<file path="config.mk">
export PLATFORM = sky130hd
export DESIGN_NAME = cpu_exec_sequencer_flat
export DESIGN_NICKNAME = d
export VERILOG_FILES = /design/src/rtl/cpu_exec_sequencer_if.sv /design/src/rtl/cpu_exec_sequencer.sv /design/src/flat_wrapper.sv
export SDC_FILE = /design/constraint.sdc
export NUM_CORES = 1
export LEC_CHECK = 0
export CAP_MARGIN = 15
export CORE_MARGIN = 2
export CORE_UTILIZATION = 52
export CTS_BUF_LIST = sky130_fd_sc_hd__clkbuf_4 sky130_fd_sc_hd__clkbuf_8 sky130_fd_sc_hd__clkbuf_16
export CTS_CLUSTER_SIZE = 14
export DETAILED_ROUTE_END_ITERATION = 16
export GPL_ROUTABILITY_DRIVEN = 0
export PLACE_DENSITY = 0.78
export SYNTH_ARGS = -nofsm -noshare
export SYNTH_HDL_FRONTEND = slang
export SYNTH_SLANG_ARGS = --single-unit
</file>
<file path="constraint.sdc">
create_clock -name Clock -period 2 [get_ports Clock]
set_clock_uncertainty 0.05 [all_clocks]
set_input_delay 0.6 -clock Clock [delete_from_list [all_inputs] [get_ports Clock]]
set_output_delay 0.6 -clock Clock [all_outputs]
set_load 0.05 [all_outputs]
</file>
<file path="src/rtl/cpu_exec_sequencer_if.sv">
// Front-panel / CPU-core signal bundle for cpu_exec_sequencer.
// master = panel and core side, slave = the sequencer itself.
interface cpu_exec_sequencer_if #(
    parameter int unsigned IP_W = 8
);
    logic            Turbo;
    logic            Run_req;
    logic            Step_req;
    logic            Halt_req;
    logic [IP_W-1:0] IP;
    logic [IP_W-1:0] Brk_addr;
    logic            Brk_valid;
    logic            Go;
    logic [1:0]      State;
    logic            Tick;
    logic [15:0]     Step_count;

    modport master (
        output Turbo, Run_req, Step_req, Halt_req, IP, Brk_addr, Brk_valid,
        input  Go, State, Tick, Step_count
    );

    modport slave (
        input  Turbo, Run_req, Step_req, Halt_req, IP, Brk_addr, Brk_valid,
        output Go, State, Tick, Step_count
    );
endinterface

</file>
<file path="src/rtl/cpu_exec_sequencer.sv">
// Execution controller issuing the one-cycle Go enable (PAUSE/RUN/STEP/BREAK).
// Breakpoint support is compiled in only when SEQ_BREAKPOINT_EN is defined.
module cpu_exec_sequencer #(
    parameter int unsigned TICK_MAX = 12499999,
    parameter int unsigned CNT_W    = 24,
    parameter int unsigned IP_W     = 8
) (
    input logic                 Clock,
    input logic                 Reset,
    cpu_exec_sequencer_if.slave Seq
);
    typedef enum logic [1:0] {
        S_PAUSE = 2'b00,
        S_RUN   = 2'b01,
        S_STEP  = 2'b10,
        S_BREAK = 2'b11
    } state_e;

    localparam logic [CNT_W-1:0] TICK_TERM = CNT_W'(TICK_MAX);

    state_e           state_q, state_d;
    logic             go_q, go_d;
    logic             tick_q;
    logic [CNT_W-1:0] cnt_q, cnt_d;
    logic [15:0]      count_q, count_d;
    logic             step_prev_q;
    logic             step_edge;
    logic             fire;
    logic             leave_run;
    logic             brk_hit;

    assign step_edge = Seq.Step_req & ~step_prev_q;
    assign fire      = Seq.Turbo | (cnt_q == TICK_TERM);
    assign leave_run = Seq.Halt_req | ~Seq.Run_req;
    assign cnt_d     = (cnt_q == TICK_TERM) ? '0 : cnt_q + CNT_W'(1);
    assign count_d   = (go_q && (count_q != '1)) ? count_q + 16'd1 : count_q;

`ifdef SEQ_BREAKPOINT_EN
    logic brk_armed_q, brk_armed_d;

    assign brk_hit = fire & Seq.Brk_valid & brk_armed_q
                   & (Seq.IP[IP_W-1:0] == Seq.Brk_addr[IP_W-1:0]);

    // Disarm on the hit; rearm only once a Go has actually been issued so the
    // resumed instruction at the breakpoint address executes instead of re-breaking.
    always_comb begin
        brk_armed_d = brk_armed_q;
        if (go_q) begin
            brk_armed_d = 1'b1;
        end
        if ((state_q == S_RUN) && !leave_run && brk_hit) begin
            brk_armed_d = 1'b0;
        end
    end

    always_ff @(posedge Clock) begin
        if (Reset) begin
            brk_armed_q <= 1'b1;
        end else begin
            brk_armed_q <= brk_armed_d;
        end
    end
`else
    logic [IP_W-1:0] unused_brk_bus;
    logic            unused_brk_valid;

    assign unused_brk_bus   = Seq.IP ^ Seq.Brk_addr;
    assign unused_brk_valid = Seq.Brk_valid;
    assign brk_hit          = 1'b0;
`endif

    always_ff @(posedge Clock) begin
        if (Reset) begin
            state_q     <= S_PAUSE;
            go_q        <= 1'b0;
            tick_q      <= 1'b0;
            cnt_q       <= '0;
            count_q     <= '0;
            step_prev_q <= 1'b1;
        end else begin
            state_q     <= state_d;
            go_q        <= go_d;
            tick_q      <= (cnt_q == TICK_TERM);
            cnt_q       <= cnt_d;
            count_q     <= count_d;
            step_prev_q <= Seq.Step_req;
        end
    end

    always_comb begin
        state_d = state_q;
        case (state_q)
            S_PAUSE: begin
                if (!Seq.Halt_req) begin
                    if (Seq.Run_req) begin
                        state_d = S_RUN;
                    end else if (step_edge) begin
                        state_d = S_STEP;
                    end
                end
            end
            S_RUN: begin
                if (leave_run) begin
                    state_d = S_PAUSE;
                end else if (brk_hit) begin
                    state_d = S_BREAK;
                end
            end
            S_STEP: state_d = S_PAUSE;
            S_BREAK: begin
                if (leave_run) begin
                    state_d = S_PAUSE;
                end else if (step_edge) begin
                    state_d = S_STEP;
                end
            end
            default: state_d = S_PAUSE;
        endcase
    end

    always_comb begin
        go_d = 1'b0;
        case (state_q)
            S_RUN:   go_d = ~leave_run & fire & ~brk_hit;
            S_STEP:  go_d = ~Seq.Halt_req;
            default: go_d = 1'b0;
        endcase
    end

    assign Seq.Go         = go_q;
    assign Seq.State      = state_q;
    assign Seq.Tick       = tick_q;
    assign Seq.Step_count = count_q;
endmodule

</file>
<file path="src/flat_wrapper.sv">
// flat-port wrapper written by rule: the top's interface ports become plain ports
module cpu_exec_sequencer_flat 
#(
    parameter int unsigned TICK_MAX = 12499999,
    parameter int unsigned CNT_W    = 24,
    parameter int unsigned IP_W     = 8
)
  (Clock, Reset, Seq_Turbo, Seq_Run_req, Seq_Step_req, Seq_Halt_req, Seq_IP, Seq_Brk_addr, Seq_Brk_valid, Seq_Go, Seq_State, Seq_Tick, Seq_Step_count);
  cpu_exec_sequencer_if #(.IP_W(IP_W)) Seq_i ();
  input logic Clock;
  input logic Reset;
  input wire logic [$bits(Seq_i.Turbo)-1:0] Seq_Turbo;
  input wire logic [$bits(Seq_i.Run_req)-1:0] Seq_Run_req;
  input wire logic [$bits(Seq_i.Step_req)-1:0] Seq_Step_req;
  input wire logic [$bits(Seq_i.Halt_req)-1:0] Seq_Halt_req;
  input wire logic [$bits(Seq_i.IP)-1:0] Seq_IP;
  input wire logic [$bits(Seq_i.Brk_addr)-1:0] Seq_Brk_addr;
  input wire logic [$bits(Seq_i.Brk_valid)-1:0] Seq_Brk_valid;
  output wire logic [$bits(Seq_i.Go)-1:0] Seq_Go;
  output wire logic [$bits(Seq_i.State)-1:0] Seq_State;
  output wire logic [$bits(Seq_i.Tick)-1:0] Seq_Tick;
  output wire logic [$bits(Seq_i.Step_count)-1:0] Seq_Step_count;
  assign Seq_i.Turbo = Seq_Turbo;
  assign Seq_i.Run_req = Seq_Run_req;
  assign Seq_i.Step_req = Seq_Step_req;
  assign Seq_i.Halt_req = Seq_Halt_req;
  assign Seq_i.IP = Seq_IP;
  assign Seq_i.Brk_addr = Seq_Brk_addr;
  assign Seq_i.Brk_valid = Seq_Brk_valid;
  assign Seq_Go = Seq_i.Go;
  assign Seq_State = Seq_i.State;
  assign Seq_Tick = Seq_i.Tick;
  assign Seq_Step_count = Seq_i.Step_count;
  cpu_exec_sequencer #(.TICK_MAX(TICK_MAX), .CNT_W(CNT_W), .IP_W(IP_W)) u_core (.Clock(Clock), .Reset(Reset), .Seq(Seq_i));
endmodule
</file>
# Word level (Yosys, flattened, before mapping)
# Index checks and enable logic that the tools add are counted.
# op_classes
n_addsub,2
n_eq_ne,7
mux,7
bitwise_logic,8
reduce_logical,4
# ops
cell,n
adder 24 x 1 -> 24 bit (second input constant),1
equality test 24 bit (second input constant),1
adder 16 x 1 -> 16 bit (second input constant),1
inequality test 16 bit (second input constant),1
2-to-1 mux 2 bit,5
one-hot mux 2 bit (4 select lines),1
equality test 2 bit (second input constant),2
inverter 1 bit,4
bitwise AND 1 bit,2
equality test 2 x 1 -> 1 bit (second input constant),1
logical NOT 2 bit,1
inequality test 2 x 1 -> 1 bit (second input constant),1
inequality test 2 bit (second input constant),1
bitwise OR 1 bit,2
one-hot mux 1 bit (2 select lines),1
AND reduction 2 bit,1
OR reduction 2 bit,1
logical AND 1 bit,1
# word_totals
regBits,45
input_bits,23
out_inout_bits,20

# Depth between registers and ports, before layout
# logic_depth
depth_word,6
depth_mapped,7
ltp_nobuf,6

# Least setup slack after synthesis
# No wires, ideal clock.
# synth_path
kind,reg2reg
start,reg u_core.count_q[0] (netlist: u_core.Seq.Step_count[0])
end,reg u_core.count_q[9] (netlist: u_core.Seq.Step_count[9])
arrival_time_ns,1.930
required_time_ns,1.827
setup_slack_ns,-0.103
stages_incl_launch_ff,8
n_path_buf,2
synth_period_minus_slack_ns,2.103
path_cell_list,dfxtp_1 ha_1 buf_2 and3_1 and3_4 buf_6 a211oi_1 mux2_1
# synth_between
elab_chain_len,2
word_cells_on_any_way,3
classes_between,add/sub: 1; eq/ne: 1; reduce/logical: 1
# synth_rtl
item,line,source
from (decl),cpu_exec_sequencer.sv:25,"logic [15:0] count_q, count_d;"
from (signal assigned),cpu_exec_sequencer.sv:85,count_q <= count_d;
"parallel branches: the longest is 2 deep, another holds adder 16 x 1 -> 16 bit",-,
# Several ways; the timed one is not identified.
# A chain may end at the register's enable or synchronous reset.

# Worst setup path after layout
# layout_path
start,reg u_core.cnt_q[1]
end,reg u_core.cnt_q[20]
# layout_between
elab_chain_len,2
word_cells_on_any_way,3
classes_between,add/sub: 1; eq/ne: 1; reduce/logical: 1
# layout_rtl
item,line,source
from (decl),cpu_exec_sequencer.sv:24,"logic [CNT_W-1:0] cnt_q, cnt_d;"
from (signal assigned),cpu_exec_sequencer.sv:84,cnt_q <= cnt_d;
"parallel branches: the longest is 2 deep, another holds adder 24 x 1 -> 24 bit",-,
# Several ways; the timed one is not identified.

==> impl_metrics.py <==
metrics = {
    "outcome": {
        "outcome": "complete, no violations",
    },
    "yosys": {
        "ys_ff_latch": 45,
        "ys.warnings.count": 0,
        "yosysSeqAreaShare_pct": 37.4,
        "synth_largest_area_cell": "dfxtp_1",
        "syn_area_per_cell_um2": 8.79,
        "ys_types": 52,
        "synth_area_leaders": "dfxtp_1 (37%), nor2_1 (4.5%), a21oi_1 (4.4%), ha_1 (3.6%), xor2_1 (3.3%)",
        "synth_top_area_share_pct": 37.4,
        "netlist_instances": 274,
        "netlist_area_mm2": 0.00241,
        "synth_nets": 304,
    },
    "detailed_routing": {
        "vias": 2042,
        "routedWlPerCell_um": 13.2,
        "firstDrtPassIters": 6,
        "via_per_inst": 5.70,
        "drc": 0,
        "ant_nets": 0,
        "drt_iter0_drc": 130,
        "wirelength_mm": 4.73,
    },
    "clocking": {
        "cts_buffers": 5,
        "cts_tree": "yes",
        "hold_buffers": 0,
        "cts_htree_levels": 2,
        "root_buffer": "clkbuf_8",
        "cts_setup_buffers": 0,
        "clkTransAtPathRegs_ns": 0.08,
        "cts_max_path_buffers": 2,
        "cts.sinks": 45,
        "cts_resized": 0,
        "insertion_delay_ns": 0.30,
    },
    "worst_setup_path": {
        "worst_ep_required_time_ns": 2.18,
        "r2r_slack_ns": 0.20,
        "crit_start": "u_core.cnt_q[1]$_SDFF_PP0_",
        "reg2regPathDepth": 5,
        "r2r_start": "u_core.cnt_q[1]$_SDFF_PP0_",
        "cp.arrival_ns": 1.98,
        "critPathLaunchType": "flop",
        "cp_max_fo": 8,
        "end_kind": "flop",
        "r2r_end": "u_core.cnt_q[20]$_SDFF_PP0_",
        "path_class": "flop to flop",
    },
    "placement": {
        "io_buffers": 25,
        "dpl-instance-area_mm2": 0.00270,
        "place_hpwl_mm": 3.39,
        "preCtsSetupSlack_ns": 0.0197,
    },
    "floorplan": {
        "core_area_mm2": 0.00441,
        "initial_core_util_pct": 54.5,
        "die_w_um": 72.0,
        "ioPinCount": 43,
        "die_area_mm2": 0.00519,
        "rows": 24,
        "die-height_um": 72.0,
    },
    "sta": {
        "timing_hold_violations_final": 0,
        "worst_pin_slew_ns": 0.383,
        "period_minus_slack_ns": 1.80,
        "fin_ws_ns": 0.205,
        "grt_setup_unrepaired": "no",
        "min_period_over_period_pct": 89.8,
        "slew_headroom_pct": 74.2,
        "finalMaxSlewViolations": 0,
        "max_freq_ghz": 0.557,
        "setup_violations": 0,
        "tns_ns": 0,
    },
    "pwr": {
        "power_frac_comb_pct": 7.1,
        "irDropWorstVdd_v": 0.000460,
        "p_leak_nw": 1.05,
        "clkPwrFrac_pct": 36.1,
        "intPower_mw": 1.24,
        "p_sw_mw": 0.367,
        "seq_power_share_pct": 56.8,
        "switching_share_pct": 22.8,
        "pwr_density_cell_mw_per_mm2": 578,
    },
    "worst_hold_path": {
        "hold_depth": 2,
        "min_to": "u_core.Seq.Step_count[1]$_SDFFE_PP0P_",
        "holdCritStartpoint": "u_core.Seq.Step_count[1]$_SDFFE_PP0P_",
        "hp-class": "flop to flop",
    },
    "finish": {
        "design_area_mm2": 0.00279,
        "nets": 335,
        "final_layout_size_suffix_gt1_share_pct": 19.9,
        "area_growth_pct": 15.8,
        "layout_common_cells": "dfxtp_1 (40), buf_4 (32), nor2_1 (29), a21oi_1 (21), nand3_1 (14)",
        "antennaDiodeCount": 0,
        "final_common_cell": "dfxtp_1",
    },
    "global_routing": {
        "overflow": 0,
        "first_global_vias": 1836,
        "gr-usage-all-layers_pct": 19.8,
        "antenna_found_initial": 0,
        "grt_max_degree": 31,
        "grt_pass1_wl_mm": 8.29,
    },
    "run": {
        "maxCapViolCount": 0,
    },
}
-- cell families (layout without fill, tap and decap cells) --
| family | after synthesis | after routing | synth area share [%] |
|---|---|---|---|
| xor gates and xnor gates | 13 | 13 | 4.73 |
| DFF | 45 | 45 | 37.4 |
| muxes | 11 | 11 | 5.09 |
| AOI/OAI and AO/OA | 45 | 45 | 11.8 |
| and+or+nand+nor | 132 | 132 | 32.4 |
| adders and majority gates | 7 | 7 | 3.64 |
| buffers and inverters | 21 | 53 | 4.94 |
-- metrics by stage --
step                      hold WS (ns)  instances  total power, mW  utilization [%]
after CTS                        0.450        358             1.62             63.2
after floorplan                  0.387        274             1.01                -
after detailed placement         0.437        350             1.05             61.1
final                            0.444        358             1.61             63.2
after global placement           0.427        350             1.05             61.1
after global routing             0.493        358             1.68             63.2
-- synthesized netlist by cell type, drive strengths merged --
master,count
nor2,29
o221ai,1
xnor2,4
nor4,2
a21boi,1
a211oi,5
buf,10
o21bai,1
nand2b,4
nand4,12
clkbuf,4
ha,7
nor2b,11
mux2,10
a22oi,1
nand2,13
dfxtp,45
o21ai,3
a311oi,1
and2,5
nand3b,2
and3,7
mux2i,1
inv,7
or2,3
xor2,9
nor3,3
and4,8
nor4b,3
a41oi,1
a21oi,22
nand4b,1
o2111ai,1
or3,3
nand3,16
o31ai,8
nor4bb,1
or4,7
or4b,2
-- per-layer routing --
layer	track usage [%]	part of all wire (%)	up-vias
li1	-	-	1056
met1	28.4	51	951
met2	29.9	45	31
met3	4.31	3.3	4
met4	5.87	0.80	0
met5	0	0	-
-- critical path: stages (launching register included) --
cell	delay [ns]
dfxtp_1	0.38
ha_1	0.22
and4_1	0.30
nand3_4	0.13
or4_4	0.53
a21oi_2	0.13
-- state kept, by name, summed over array words and instances (netlist names) --
register / flops
u_core.Seq.State: 2
u_core.Seq.Tick: 1
u_core.cnt_q: 24
u_core.step_prev_q: 1
u_core.Seq.Go: 1
u_core.Seq.Step_count: 16
-- power by group through the flow --
stage | clock, mW | sequential (mW) | combinational (mW)
after floorplan | 0 | 0.947 | 0.0624
after global placement | 0 | 0.935 | 0.112
after detailed placement | 0 | 0.936 | 0.114
after CTS | 0.593 | 0.914 | 0.115
after global routing | 0.631 | 0.916 | 0.129
final | 0.582 | 0.914 | 0.114
-- how the worst max path moves through the flow --
| stage | end | slack (ns) | depth (start not counted) |
|---|---|---|---|
| global placement | u_core.Seq.Go$_SDFF_PP0_ | 0.02 | 4 |
| CTS | u_core.cnt_q[20]$_SDFF_PP0_ | 0.20 | 5 |
| detailed placement | u_core.Seq.Go$_SDFF_PP0_ | 0.02 | 4 |
| global route | u_core.cnt_q[22]$_SDFF_PP0_ | 0.09 | 5 |
| floorplan | u_core.Seq.Step_count[9]$_SDFFE_PP0P_ | 0.03 | 7 |
| finish | u_core.cnt_q[20]$_SDFF_PP0_ | 0.20 | 5 |
-- layout make-up --
| cell class | instances | area [um2] |
|---|---|---|
| multi-input combinational | 208 | 1390 |
| sequential | 45 | 907 |
| timing repair buffer | 38 | 310 |
| fill | 386 | 1630 |
| clock buffer | 8 | 91.3 |
| tap | 52 | 65.1 |
| inverter | 7 | 26.3 |
Note: power is estimated with default switching activity, not from simulation.
